$ cat config.mk
export PLATFORM = sky130hd
export DESIGN_NAME = ex_mem_reg_flat
export DESIGN_NICKNAME = d
export VERILOG_FILES = /design/src/rtl/ex_mem_if.sv /design/src/rtl/ex_mem_reg.sv /design/src/flat_wrapper.sv
export SDC_FILE = /design/constraint.sdc
export NUM_CORES = 1
export LEC_CHECK = 0
export ABC_AREA = 1
export CELL_PAD_IN_SITES_DETAIL_PLACEMENT = 1
export CELL_PAD_IN_SITES_GLOBAL_PLACEMENT = 2
export CORE_MARGIN = 2
export CORE_UTILIZATION = 22
export CTS_CLUSTER_DIAMETER = 60
export DETAILED_ROUTE_END_ITERATION = 7
export PLACE_DENSITY_LB_ADDON = 0.15
export SYNTH_ARGS = -nofsm -noshare
export SYNTH_HDL_FRONTEND = slang
export SYNTH_SLANG_ARGS = --single-unit
$ cat constraint.sdc
create_clock -name clk -period 2.8 [get_ports clk]
set_input_delay 0.84 -clock clk [delete_from_list [all_inputs] [get_ports clk]]
set_output_delay 0.84 -clock clk [all_outputs]
set_load 0.03 [all_outputs]
$ cat src/rtl/ex_mem_if.sv
// EX->MEM handshake bundle for the ex_mem_reg pipeline register.
// slave is the register's view; master is the driver/sink view.
interface ex_mem_if #(
    parameter int DW = 32,
    parameter int RW = 5
);
    logic          in_valid;
    logic          in_ready;
    logic [4:0]    opcode;
    logic [DW-1:0] alu_out;
    logic [1:0]    flags;
    logic [DW-1:0] st_data;
    logic [RW-1:0] rd;
    logic          reg_we;
    logic          is_branch;
    logic [1:0]    cond;
    logic          flush;
    logic          out_valid;
    logic          out_ready;
    logic [4:0]    out_opcode;
    logic [DW-1:0] out_result;
    logic [DW-1:0] out_st_data;
    logic [RW-1:0] out_rd;
    logic          out_we;
    logic [1:0]    flag_q;
    logic          br_taken;
    logic [DW-1:0] br_target;

    modport slave (
        input  in_valid, opcode, alu_out, flags, st_data, rd,
        input  reg_we, is_branch, cond, flush, out_ready,
        output in_ready, out_valid, out_opcode, out_result,
        output out_st_data, out_rd, out_we, flag_q,
        output br_taken, br_target
    );

    modport master (
        output in_valid, opcode, alu_out, flags, st_data, rd,
        output reg_we, is_branch, cond, flush, out_ready,
        input  in_ready, out_valid, out_opcode, out_result,
        input  out_st_data, out_rd, out_we, flag_q,
        input  br_taken, br_target
    );
endinterface

$ cat src/rtl/ex_mem_reg.sv
// EX->MEM pipeline register with CMP flag register and
// conditional-branch redirect resolved at accept.
module ex_mem_reg #(
    parameter int          DW     = 32,
    parameter int          RW     = 5,
    parameter logic [4:0]  CMP_OP = 5'b10010
) (
    input logic     clk,
    input logic     rst,
    ex_mem_if.slave bus
);
    localparam logic [1:0] C_EQ = 2'b00;
    localparam logic [1:0] C_NE = 2'b01;
    localparam logic [1:0] C_LT = 2'b10;
    localparam logic [1:0] C_GT = 2'b11;

    logic          valid_q, valid_d;
    logic [4:0]    opc_q, opc_d;
    logic [DW-1:0] res_q, res_d;
    logic [DW-1:0] std_q, std_d;
    logic [RW-1:0] rd_q, rd_d;
    logic          we_q, we_d;
    logic [1:0]    flag_q, flag_d;
    logic          brt_q, brt_d;
    logic [DW-1:0] tgt_q, tgt_d;

    logic in_ready;
    logic accept;
    logic is_cmp;
    logic hit;

    assign in_ready = ~valid_q | bus.out_ready;
    assign accept   = bus.in_valid & in_ready & ~bus.flush;
    assign is_cmp   = (bus.opcode == CMP_OP);

    // Condition is judged against the flag register as it stands before this edge
    always_comb begin
        hit = 1'b0;
        case (bus.cond)
            C_EQ:    hit = flag_q[0];
            C_NE:    hit = ~flag_q[0];
            C_LT:    hit = flag_q[1];
            C_GT:    hit = ~flag_q[1] & ~flag_q[0];
            default: hit = 1'b0;
        endcase
    end

    always_comb begin
        valid_d = valid_q;
        opc_d   = opc_q;
        res_d   = res_q;
        std_d   = std_q;
        rd_d    = rd_q;
        we_d    = we_q;
        flag_d  = flag_q;
        brt_d   = 1'b0;
        tgt_d   = '0;
        if (bus.flush) begin
            valid_d = 1'b0;
        end else if (accept) begin
            valid_d = 1'b1;
        end else if (bus.out_ready) begin
            valid_d = 1'b0;
        end
        if (accept) begin
            opc_d = bus.opcode;
            res_d = bus.alu_out;
            std_d = bus.st_data;
            rd_d  = bus.rd;
            we_d  = bus.reg_we & ~bus.is_branch & ~is_cmp;
            if (is_cmp) begin
                flag_d = bus.flags;
            end
            if (bus.is_branch & hit) begin
                brt_d = 1'b1;
                tgt_d = bus.alu_out;
            end
        end
    end

    always_ff @(posedge clk) begin
        if (rst) begin
            valid_q <= 1'b0;
            opc_q   <= '0;
            res_q   <= '0;
            std_q   <= '0;
            rd_q    <= '0;
            we_q    <= 1'b0;
            flag_q  <= 2'b00;
            brt_q   <= 1'b0;
            tgt_q   <= '0;
        end else begin
            valid_q <= valid_d;
            opc_q   <= opc_d;
            res_q   <= res_d;
            std_q   <= std_d;
            rd_q    <= rd_d;
            we_q    <= we_d;
            flag_q  <= flag_d;
            brt_q   <= brt_d;
            tgt_q   <= tgt_d;
        end
    end

    assign bus.in_ready    = in_ready;
    assign bus.out_valid   = valid_q;
    assign bus.out_opcode  = opc_q;
    assign bus.out_result  = res_q;
    assign bus.out_st_data = std_q;
    assign bus.out_rd      = rd_q;
    assign bus.out_we      = we_q;
    assign bus.flag_q      = flag_q;
    assign bus.br_taken    = brt_q;
    assign bus.br_target   = tgt_q;
endmodule

$ cat src/flat_wrapper.sv
// flat-port wrapper written by rule: the top's interface ports become plain ports
module ex_mem_reg_flat 
#(
    parameter int          DW     = 32,
    parameter int          RW     = 5,
    parameter logic [4:0]  CMP_OP = 5'b10010
)
  (clk, rst, bus_in_valid, bus_opcode, bus_alu_out, bus_flags, bus_st_data, bus_rd, bus_reg_we, bus_is_branch, bus_cond, bus_flush, bus_out_ready, bus_in_ready, bus_out_valid, bus_out_opcode, bus_out_result, bus_out_st_data, bus_out_rd, bus_out_we, bus_flag_q, bus_br_taken, bus_br_target);
  ex_mem_if #(.DW(DW), .RW(RW)) bus_i ();
  input logic clk;
  input logic rst;
  input wire logic [$bits(bus_i.in_valid)-1:0] bus_in_valid;
  input wire logic [$bits(bus_i.opcode)-1:0] bus_opcode;
  input wire logic [$bits(bus_i.alu_out)-1:0] bus_alu_out;
  input wire logic [$bits(bus_i.flags)-1:0] bus_flags;
  input wire logic [$bits(bus_i.st_data)-1:0] bus_st_data;
  input wire logic [$bits(bus_i.rd)-1:0] bus_rd;
  input wire logic [$bits(bus_i.reg_we)-1:0] bus_reg_we;
  input wire logic [$bits(bus_i.is_branch)-1:0] bus_is_branch;
  input wire logic [$bits(bus_i.cond)-1:0] bus_cond;
  input wire logic [$bits(bus_i.flush)-1:0] bus_flush;
  input wire logic [$bits(bus_i.out_ready)-1:0] bus_out_ready;
  output wire logic [$bits(bus_i.in_ready)-1:0] bus_in_ready;
  output wire logic [$bits(bus_i.out_valid)-1:0] bus_out_valid;
  output wire logic [$bits(bus_i.out_opcode)-1:0] bus_out_opcode;
  output wire logic [$bits(bus_i.out_result)-1:0] bus_out_result;
  output wire logic [$bits(bus_i.out_st_data)-1:0] bus_out_st_data;
  output wire logic [$bits(bus_i.out_rd)-1:0] bus_out_rd;
  output wire logic [$bits(bus_i.out_we)-1:0] bus_out_we;
  output wire logic [$bits(bus_i.flag_q)-1:0] bus_flag_q;
  output wire logic [$bits(bus_i.br_taken)-1:0] bus_br_taken;
  output wire logic [$bits(bus_i.br_target)-1:0] bus_br_target;
  assign bus_i.in_valid = bus_in_valid;
  assign bus_i.opcode = bus_opcode;
  assign bus_i.alu_out = bus_alu_out;
  assign bus_i.flags = bus_flags;
  assign bus_i.st_data = bus_st_data;
  assign bus_i.rd = bus_rd;
  assign bus_i.reg_we = bus_reg_we;
  assign bus_i.is_branch = bus_is_branch;
  assign bus_i.cond = bus_cond;
  assign bus_i.flush = bus_flush;
  assign bus_i.out_ready = bus_out_ready;
  assign bus_in_ready = bus_i.in_ready;
  assign bus_out_valid = bus_i.out_valid;
  assign bus_out_opcode = bus_i.out_opcode;
  assign bus_out_result = bus_i.out_result;
  assign bus_out_st_data = bus_i.out_st_data;
  assign bus_out_rd = bus_i.out_rd;
  assign bus_out_we = bus_i.out_we;
  assign bus_flag_q = bus_i.flag_q;
  assign bus_br_taken = bus_i.br_taken;
  assign bus_br_target = bus_i.br_target;
  ex_mem_reg #(.DW(DW), .RW(RW), .CMP_OP(CMP_OP)) u_core (.clk(clk), .rst(rst), .bus(bus_i));
endmodule
==> impl_metrics.json, run 1 <==
{
  "status": "completed",
  "drv_cap": 0,
  "yosysWarnings": 0,
  "critical_path_arrival_ps": 1620,
  "critPathMaxFanout": 4,
  "drv_slew": 0,
  "wirelength_um": 12790,
  "rsz0062_at_grt": "no",
  "placed_area_sq_um": 5894,
  "wl_per_cell_um": 14.54,
  "syn-num-nets": 553,
  "ys_seq_area_share_pct": 59.42,
  "crit_required_ps": 1960,
  "setup_viol": 0,
  "row_count": 47,
  "final.setup.tns_ps": 0,
  "power_leakage_nw": 2.457,
  "initialDrtViolationCount": 111,
  "antenna_cells": 0,
  "instances_no_fill": 880,
  "synthCells": 468,
  "hold_buffers": 0,
  "synth_cell_type_count": 16,
  "async_flop_share_pct": 0,
  "pwr-share-seq_pct": 44.3,
  "clock_latency_ps": 350,
  "fin_skew_ps": 10.57,
  "clk_pin_slew_ps": 70,
  "antenna_found_initial": 0,
  "firstDrtPassIters": 4,
  "yosys-top-cells-area": "dfxtp_1 (59%), nand2_1 (15%), a21oi_1 (10%), inv_1 (4.4%), nor2_1 (4.3%)",
  "clockPowerShare_pct": 41.9,
  "power.switching_mw": 0.9064,
  "clock.fmax_ghz": 0.4072,
  "num_io_pins": 197,
  "power_density_nw_per_um2": 598.7,
  "max_slew_margin_pct": 42.87,
  "core-area_sq_um": 16580,
  "clock-sinks": 111,
  "grt_pass1_wl_um": 20440,
  "post-route-min-period_ps": 2456,
  "synth_most_common_cell": "nand2_1",
  "tightest_slew_ps": 857.0,
  "viasPerCell": 4.090,
  "syn_area_sq_um": 3740,
  "grt_start_max_net_pins": 76,
  "numCtsBuffers": 9,
  "fin_crit_sh_pct": 87.70,
  "cts_root_buf": "clkbuf_16",
  "drive_gt1_share_pct": 4.394,
  "clockBufferDepth": 2,
  "gp_congestion": 0.7065,
  "hold_ws_ps": 464.6,
  "gr-total-overflow": 0,
  "area_growth_pct": 67.51,
  "die-width_um": 134.4,
  "initial_core_util_pct": 22.55,
  "nets": 740,
  "synth_seq_cells": 111,
  "grt_pass1_vias": 3852,
  "synth_common_cells": "nand2_1 (154), dfxtp_1 (111), a21oi_1 (75), inv_1 (44), nor2_1 (43)",
  "peakVddDrop_mv": 0.3566,
  "synth_edf_count": 0,
  "crit_type": "in2out",
  "track_usage_pct": 14.51,
  "ff2ff_setup_slack_ps": 1450,
  "postCtsSetupBuffers": 0,
  "p_comb_share_pct": 13.8,
  "ys.flop_type": "dfxtp_1",
  "vias": 3599,
  "p_int_mw": 2.845,
  "hold_viol_final": 0,
  "swShare_pct": 24.16,
  "post_cts_resized": 0,
  "ant_nets": 0,
  "design_area_sq_um": 6265,
  "syn_area_per_cell_sq_um": 7.991,
  "htreeDepth": 3,
  "worstSetupEndpointType": "output pin",
  "cp-start-kind": "input port",
  "die_y_um": 134.4,
  "place_inst": 864,
  "min_path_type": "reg2reg",
  "cts_tree": "yes",
  "route.detailed.drc": 0,
  "portBuffers": 196,
  "yosys.area.top_type": "dfxtp_1",
  "hpwl_um": 9019,
  "die-area_sq_um": 18060,
  "synth_top_area_share_pct": 59.42
}
==> flip-flops by register name, indices dropped and copies added (netlist names) <==
| signal | flops |
|---|---|
| u_core.bus.out_result | 32 |
| u_core.bus.out_valid | 1 |
| u_core.bus.out_opcode | 5 |
| u_core.bus.br_target | 32 |
| u_core.bus.out_rd | 5 |
| u_core.bus.flag_q | 2 |
| u_core.bus.out_we | 1 |
| u_core.bus.out_st_data | 32 |
| u_core.bus.br_taken | 1 |
==> per-layer routing <==
layer | share of wire [%] | track usage, % | up-vias
li1 | - | - | 1812
met1 | 42 | 16.74 | 1664
met2 | 48 | 24.72 | 112
met3 | 8.0 | 5.253 | 11
met4 | 1.5 | 5.263 | 0
met5 | 0 | 0 | -
==> kinds of logic (layout without fill, tap and decap cells) <==
family,Yosys count,count (layout),synth area share [%]
and+or+nand+nor,205,205,21.04
AOI/OAI and AO/OA,79,79,10.64
buffers and inverters,73,265,8.900
DFF,111,111,59.42
==> path summary, 6_finish.rpt <==
check / start / endpoint / depth (start not counted)
min: u_core.bus.out_result[17] / u_core.bus.out_result[17] / 2
min reg2reg: u_core.bus.out_result[17] / u_core.bus.out_result[17] / 2
max reg2reg: u_core.bus.out_valid / u_core.bus.out_result[26] / 6
max: bus_out_ready / bus_in_ready / 4
==> stage by stage <==
| step | total power, mW | utilization [%] | worst slack [ps] |
|---|---|---|---|
| after floorplan | 1.939 | - | 928.5 |
| final | 3.751 | 37.78 | 344.4 |
| after CTS | 3.827 | 37.78 | 340.9 |
| after global routing | 3.933 | 37.78 | 309.4 |
| after global placement | 2.216 | 35.54 | 344.5 |
| after detailed placement | 2.224 | 35.54 | 341.4 |
==> cell usage in the layout (no fill, tap or decap), drive strengths merged <==
cell           instances
o21ai                  3
nand3                  6
clkinvlp               1
nor2                  43
dfxtp                111
clkdlybuf4s50        194
clkinv                 2
buf                    9
clkbuf                 9
inv                   46
a211oi                 1
a21oi                 75
bufinv                 4
nand4                  1
nand2                155
==> layout make-up <==
class	instances	area, sq um
Timing Repair Buffer	203	2032
Multi-Input combinational cell	284	1192
Inverter	46	172.7
Fill cell	1973	10320
Tap cell	220	275.3
Clock buffer	9	225.2
Sequential cell	111	2222
Clock inverter	7	145.1
==> critical path: stages <==
cell and delay, ps:
clkdlybuf4s50_1 460, inv_1 40, nand2_2 100, buf_4 180
==> power groups by stage <==
| stage | Combinational (mW) | Sequential, mW | Clock (mW) |
|---|---|---|---|
| global placement | 0.521 | 1.70 | 0 |
| finish | 0.517 | 1.66 | 1.57 |
| global route | 0.561 | 1.67 | 1.70 |
| floorplan | 0.132 | 1.81 | 0 |
| CTS | 0.528 | 1.66 | 1.64 |
| detailed placement | 0.525 | 1.70 | 0 |
Power figures use the tool's default switching activity.
==> run 2, diff against run 1 <==
--- a/config.mk
+++ b/config.mk
@@ -12,6 +12,7 @@
 export CORE_UTILIZATION = 22
 export CTS_CLUSTER_DIAMETER = 60
 export DETAILED_ROUTE_END_ITERATION = 7
+export HOLD_SLACK_MARGIN = 0.08
 export PLACE_DENSITY_LB_ADDON = 0.15
 export SYNTH_ARGS = -nofsm -noshare
 export SYNTH_HDL_FRONTEND = slang
==> results of run 2 <==
Same layout as run 1: the final DEF is identical, and so are final timing and power.
==> run 3, diff against run 2 <==
--- a/config.mk
+++ b/config.mk
@@ -12,6 +12,7 @@
 export CORE_UTILIZATION = 22
 export CTS_CLUSTER_DIAMETER = 60
 export DETAILED_ROUTE_END_ITERATION = 7
+export GPL_TIMING_DRIVEN = 1
 export HOLD_SLACK_MARGIN = 0.08
 export PLACE_DENSITY_LB_ADDON = 0.15
 export SYNTH_ARGS = -nofsm -noshare
==> results of run 3 <==
Same layout as run 1: the final DEF is identical, and so are final timing and power.
